[src/rtl/lr3_disp_scan_rx.sv]
// Display scan receiver: samples the active-low CAT/AN lines on each DISP_CE and decodes the lit digit to a hex nibble.
// Latency: a commit is registered on the CE edge of the STABLE_N-th matching sample; the frame is published one CLK after the last seen bit is set.
// Backpressure: none; the receiver always accepts samples. DATA_O/BLANK_O hold between frames.
module lr3_disp_scan_rx #(
  parameter int DIGITS   = 8,
  parameter int STABLE_N = 2
) (
  input  logic                  CLK,
  input  logic                  RST,
  input  logic                  DISP_CE,
  input  logic [6:0]            CAT,
  input  logic [DIGITS-1:0]     AN,
  output logic [4*DIGITS-1:0]   DATA_O,
  output logic [DIGITS-1:0]     BLANK_O,
  output logic                  FRAME_VLD,
  output logic                  SEG_ERR,
  output logic                  AN_ERR
);

  localparam int          IDX_W      = $clog2(DIGITS);
  localparam logic [3:0]  STABLE_CNT = 4'(STABLE_N);

  // sample tracking state
  logic [DIGITS+6:0]            r_prev;
  logic [3:0]                   r_cnt;
  logic                         r_committed;

  // working frame state
  logic [DIGITS-1:0][3:0]       r_digit;
  logic [DIGITS-1:0]            r_blank;
  logic [DIGITS-1:0]            r_seen;

  // published frame and pulses
  logic [4*DIGITS-1:0]          r_data;
  logic [DIGITS-1:0]            r_blank_out;
  logic                         r_frame_vld;
  logic                         r_seg_err;
  logic                         r_an_err;

  logic [3:0]                   w_lows;
  logic [IDX_W-1:0]             w_idx;
  logic                         w_an_ok;
  logic [DIGITS+6:0]            w_sample;
  logic                         w_same;
  logic [3:0]                   w_cnt_nxt;
  logic                         w_cmt_eff;
  logic                         w_commit;
  logic [3:0]                   w_nib;
  logic                         w_dec_ok;
  logic                         w_is_blank;
  logic                         w_frame_done;
  logic [DIGITS-1:0]            w_seen_base;

  // Count low anode bits and locate the active digit; valid only when exactly one is low.
  always_comb begin
    w_lows = 4'd0;
    w_idx  = '0;
    for (int i = 0; i < DIGITS; i++) begin
      if (!AN[i]) begin
        w_lows = w_lows + 4'd1;
        w_idx  = i[IDX_W-1:0];
      end
    end
    w_an_ok = (w_lows == 4'd1);
  end

  // Stability tracking: a run is one unchanged {AN,CAT} sample, committed once when it reaches STABLE_N.
  always_comb begin
    w_sample  = {AN, CAT};
    w_same    = (w_sample == r_prev);
    w_cnt_nxt = 4'd1;
    if (w_same) begin
      w_cnt_nxt = (r_cnt == 4'hF) ? r_cnt : r_cnt + 4'd1;
    end
    w_cmt_eff = w_same ? r_committed : 1'b0;
    w_commit  = DISP_CE && w_an_ok && (w_cnt_nxt == STABLE_CNT) && !w_cmt_eff;
  end

  // Segment decode, CAT is {g..a} active-low; 7F is an unlit (blank) digit.
  always_comb begin
    w_nib      = 4'h0;
    w_dec_ok   = 1'b1;
    w_is_blank = 1'b0;
    case (CAT)
      7'h40: w_nib = 4'h0;
      7'h79: w_nib = 4'h1;
      7'h24: w_nib = 4'h2;
      7'h30: w_nib = 4'h3;
      7'h19: w_nib = 4'h4;
      7'h12: w_nib = 4'h5;
      7'h02: w_nib = 4'h6;
      7'h78: w_nib = 4'h7;
      7'h00: w_nib = 4'h8;
      7'h10: w_nib = 4'h9;
      7'h08: w_nib = 4'hA;
      7'h03: w_nib = 4'hB;
      7'h46: w_nib = 4'hC;
      7'h21: w_nib = 4'hD;
      7'h06: w_nib = 4'hE;
      7'h0E: w_nib = 4'hF;
      7'h7F: w_is_blank = 1'b1;
      default: w_dec_ok = 1'b0;
    endcase
  end

  // The seen mask clears on frame transfer; a commit in that same cycle lands in the next frame.
  always_comb begin
    w_frame_done = (r_seen == {DIGITS{1'b1}});
    w_seen_base  = w_frame_done ? '0 : r_seen;
  end

  // Sample tracker: bad AN discards the sample and restarts the run without touching prev.
  always_ff @(posedge CLK or negedge RST) begin
    if (!RST) begin
      r_prev      <= '0;
      r_cnt       <= 4'd0;
      r_committed <= 1'b0;
      r_an_err    <= 1'b0;
    end else begin
      r_an_err <= 1'b0;
      if (DISP_CE) begin
        if (!w_an_ok) begin
          r_an_err    <= 1'b1;
          r_cnt       <= 4'd0;
          r_committed <= 1'b0;
        end else begin
          r_prev      <= w_sample;
          r_cnt       <= w_cnt_nxt;
          r_committed <= w_cmt_eff | w_commit;
        end
      end
    end
  end

  // Working frame update on commit, and publication once every digit has been seen.
  always_ff @(posedge CLK or negedge RST) begin
    if (!RST) begin
      r_digit     <= '0;
      r_blank     <= '0;
      r_seen      <= '0;
      r_data      <= '0;
      r_blank_out <= '0;
      r_frame_vld <= 1'b0;
      r_seg_err   <= 1'b0;
    end else begin
      r_frame_vld <= 1'b0;
      r_seg_err   <= 1'b0;
      if (w_frame_done) begin
        r_data      <= r_digit;
        r_blank_out <= r_blank;
        r_frame_vld <= 1'b1;
      end
      r_seen <= w_seen_base;
      if (w_commit) begin
        if (w_dec_ok) begin
          r_digit[w_idx] <= w_nib;
          r_blank[w_idx] <= w_is_blank;
          r_seen         <= w_seen_base | (DIGITS'(1) << w_idx);
        end else begin
          r_seg_err <= 1'b1;
        end
      end
    end
  end

  assign DATA_O    = r_data;
  assign BLANK_O   = r_blank_out;
  assign FRAME_VLD = r_frame_vld;
  assign SEG_ERR   = r_seg_err;
  assign AN_ERR    = r_an_err;

endmodule

[config.mk]
export PLATFORM = sky130hd
export DESIGN_NAME = lr3_disp_scan_rx
export DESIGN_NICKNAME = d
export VERILOG_FILES = /design/src/rtl/lr3_disp_scan_rx.sv
export SDC_FILE = /design/constraint.sdc
export NUM_CORES = 1
export LEC_CHECK = 0
export CAP_MARGIN = 15
export CORE_MARGIN = 3
export CORE_UTILIZATION = 33
export DETAILED_ROUTE_END_ITERATION = 6
export PLACE_DENSITY = 0.56
export SLEW_MARGIN = 20
export SYNTH_ARGS = -nofsm -noshare
export SYNTH_HDL_FRONTEND = slang
export SYNTH_SLANG_ARGS = --single-unit
[constraint.sdc]
create_clock -name CLK -period 2.5 [get_ports CLK]
set_clock_uncertainty 0.05 [all_clocks]
set_input_delay 0.375 -clock CLK [delete_from_list [all_inputs] [get_ports CLK]]
set_output_delay 0.375 -clock CLK [all_outputs]
set_load 0.01 [all_outputs]
==> impl_metrics.toml <==
[outcome]
status = "finished, violations left"
violations = "setup timing"

[place]
place_area_um2 = 7170
port_buffers = 60
dp_hpwl_um = 9030
dp_slack_ns = -2.68
finalWeightedCongestion = 0.825

[sta]
tightestPinTransition_ns = 0.589
fmax_ghz = 0.245
finalCritPeriodShare_pct = 163
finalCriticalPeriod_ns = 4.08
setup_tns_ns = -104.60
hold_viol = 0
final_max_slew_viol_count = 0
fin_ws_ns = -1.58
final-setup-viol-count = 70
rsz0062_at_grt = "yes"
slew_headroom_pct = 60.7

[logic_synthesis]
yosys_warnings = 0
yosysTopAreaCell = "dfrtp_1"
ys_seq_area_share_pct = 49.9
synth_area_per_cell_um2 = 10.6
syn-cell-area_um2 = 5570
ys_ff_latch = 111
synth.top_cell.area_share_pct = 49.9
syn_inst = 526
syn_nets = 552
yosys_most_used_dff = "dfrtp_1"
synth_cell_types = 57
ys_async_sr_fraction_pct = 100
synth_edf_count = 0
synth.area.top_cells = "dfrtp_1, mux2_2, nand2_1"

[global_routing]
grt_max_degree = 112
grt_util_all_layers_pct = 14.7
grt_pass1_wl_um = 21800
first_global_vias = 4215
grt.overflow.total = 0
antenna_found_initial = 0

[drt]
first_pass_iters = 4
drc_errors = 0
routed_via_density = 4.84
drt_first_iter_violations = 313
routedWlPerCell_um = 15.1
wl_um = 13200
num_vias = 4247
drtAntennaViolNets = 0

[clock_network]
cts_inserted_buffers = 9
clk-insertion-delay-late_ns = 0.35
clkSinkCount = 111
cts_tree = "built"
htree_num_levels = 3
ctsHoldBuffers = 0
clk_pin_slew_ns = 0.07
clk_path_buf_depth = 2
cts-root-buf = "clkbuf_16"

[setup_path]
critPathCaptureType = "flop"
worstReg2RegStart = "r_cnt[0]$_DFFE_PN0P_"
critPathArrivalTime_ns = 4.27
crit_path_max_incr_delay_ns = 0.32
cp_cell_sequence = "buf_12, inv_12, ha_4, xnor2_4, ha_4, mux2_4, ha_4, nand2b_4, nand2_4, ha_4, nand2b_4, o21ai_2, o21a_1, ha_4, mux2_4, ha_4, xor2_2, o2bb2ai_2, buf_4, buf_6, and3b_2, mux2_4"
cp-start-kind = "input pin"
required_ns = 2.69
crit_path_max_fanout = 6
slowest_stage = "mux2_4"
regToRegEndpoint = "r_digit[4]$_DFFE_PN0P_"
cp_num_buf_inv = 4
ff2ff_path_depth = 9
path_class = "in2reg"
crit_path_frequent_cell = "ha_4"
crit_family = "adder cells"
r2r_slack_ns = -0.05

[cells_and_area]
multi_input_area_um2 = 2990
design_area_um2 = 7780
seq_area_um2 = 2780
drive_gt1_share_pct = 32.8
finish.utilization_pct = 48.1
fillers = 1466
n_antenna_cell = 0
nets = 682
area_delta_synth_final_pct = 39.8

[floorplan]
start_util_pct = 34.4
core_um2 = 16200
rows = 46
die_w_um = 136
dieHeight_um = 136
io_pins = 61
dieArea_um2 = 18500

[pwr]
p_int_mw = 3.51
p_seq_share_pct = 41.6
power.total_mw = 4.87
power.share.switching_pct = 27.9
vdd_drop_max_uv = 343
comb_power_share_pct = 29.4
p_clk_share_pct = 29.0
p_leak_nw = 3.79
p_sw_mw = 1.36
power_density_nw_per_um2 = 627

[flow_run]
cap_violations = 0

[worst_hold_path]
hp-class = "in2async"
==> layout make-up <==
| class | count | share of cell area (%) |
|---|---|---|
| Clock inverter | 5 | 0.531 |
| Inverter | 9 | 0.627 |
| Timing Repair Buffer | 156 | 18.0 |
| Clock buffer | 11 | 3.25 |
| Multi-Input combinational cell | 369 | 38.4 |
| Sequential cell | 111 | 35.7 |
| Tap cell | 216 | 3.47 |
==> kinds of logic (layout without fill, tap and decap cells) <==
logic type / Yosys count / count (layout) / synth area share (%)
buffers and inverters: 46 / 181 / 3.82
adder cells (fa/ha/maj): 8 / 8 / 1.80
AO/OA/AOI/OAI: 47 / 47 / 5.94
AND/OR/NAND/NOR: 228 / 228 / 20.9
XOR/XNOR: 29 / 29 / 5.42
flip-flops: 111 / 111 / 49.9
multiplexers: 57 / 57 / 12.2
==> power groups by stage <==
stage / Clock (mW) / Sequential (mW) / Combinational, mW
finish: 1.41 / 2.03 / 1.43
global route: 1.53 / 2.04 / 1.56
CTS: 1.44 / 2.02 / 1.35
detailed placement: 0 / 2.06 / 1.17
global placement: 0 / 2.05 / 1.15
floorplan: 0 / 2.04 / 0.807
==> state kept, by name, summed over array words and instances, names as in the netlist <==
name         count
DATA_O          32
r_digit         32
r_prev          15
BLANK_O          8
r_blank          8
r_seen           8
r_cnt            4
AN_ERR           1
FRAME_VLD        1
SEG_ERR          1
r_committed      1
==> cells in the final DEF, fill, tap and decap left out, drive strengths merged, types with 2 or more instances in the layout <==
master           n
o21ai            9
nor4             5
nand4           12
dfrtp          111
o311ai           2
nor4bb           3
o2111ai          3
and3             3
mux2            57
and3b            5
and4             4
nor2            12
xnor2           19
buf             98
a21oi            9
clkinv           3
clkdlybuf4s50   56
inv             10
or2              5
nand2b           4
nor4b            5
a21o             9
ha               8
clkbuf          13
nand3            7
or3              2
nand2          135
nor2b            9
xor2             8
and2             3
nor3b            2
a32oi            3
o211ai           3
nor3             7
==> routing by layer <==
metal	vias to the layer above	track usage [%]	wire, um
met5	-	0	0
met4	0	4.70	199
met3	15	2.74	505
met2	86	23.5	6290
met1	2074	20.3	6210
li1	2072	-	-
==> cells in the mapped netlist, types with 3 or more instances <==
cell       count
a32oi_1        3
o2111ai_1      3
and2_1         3
xnor2_1       18
inv_1          9
nor4b_1        3
a21oi_1        9
buf_2         14
nor2_1        12
clkbuf_1      18
a21o_1         9
dfrtp_1      111
xor2_1         7
and4_1         4
or2_2          5
o211ai_1       3
buf_6          3
ha_1           8
nor3_1         7
mux2_4        10
nor4_1         4
and3_1         3
nand4_1       11
nand2b_1       4
o21ai_0        8
and3b_1        5
nand2_1      135
nor4bb_1       3
nor2b_1        9
mux2_2        47
nand3_1        7
==> worst max path at each step <==
stage	start	end	slack [ns]	cells after the start
detailed placement	AN[1]	r_digit[15]$_DFFE_PN0P_	-2.68	23
floorplan	AN[1]	r_blank[0]$_DFFE_PN0P_	-1.90	20
CTS	AN[1]	r_digit[15]$_DFFE_PN0P_	-1.62	23
finish	AN[1]	r_digit[10]$_DFFE_PN0P_	-1.58	22
global route	AN[1]	r_digit[15]$_DFFE_PN0P_	-1.68	22
global placement	AN[1]	r_digit[14]$_DFFE_PN0P_	-2.53	23
==> what timing repair did <==
action	CTS	global route
pin swaps	11	11
cloned	1	1
setup buffers	12	5
setup endpoints to repair	70	70
resized for setup	38	23
==> per-stage QoR <==
stage / instances / hold WS [ns]
5_1_grt: 877 / 0.0818
3_3_place_gp: 849 / 0.408
4_1_cts: 875 / 0.0734
3_5_place_dp: 849 / 0.413
2_1_floorplan: 526 / 0.0294
6_report: 877 / 0.0158
Note: power is estimated with default switching activity, not from simulation.
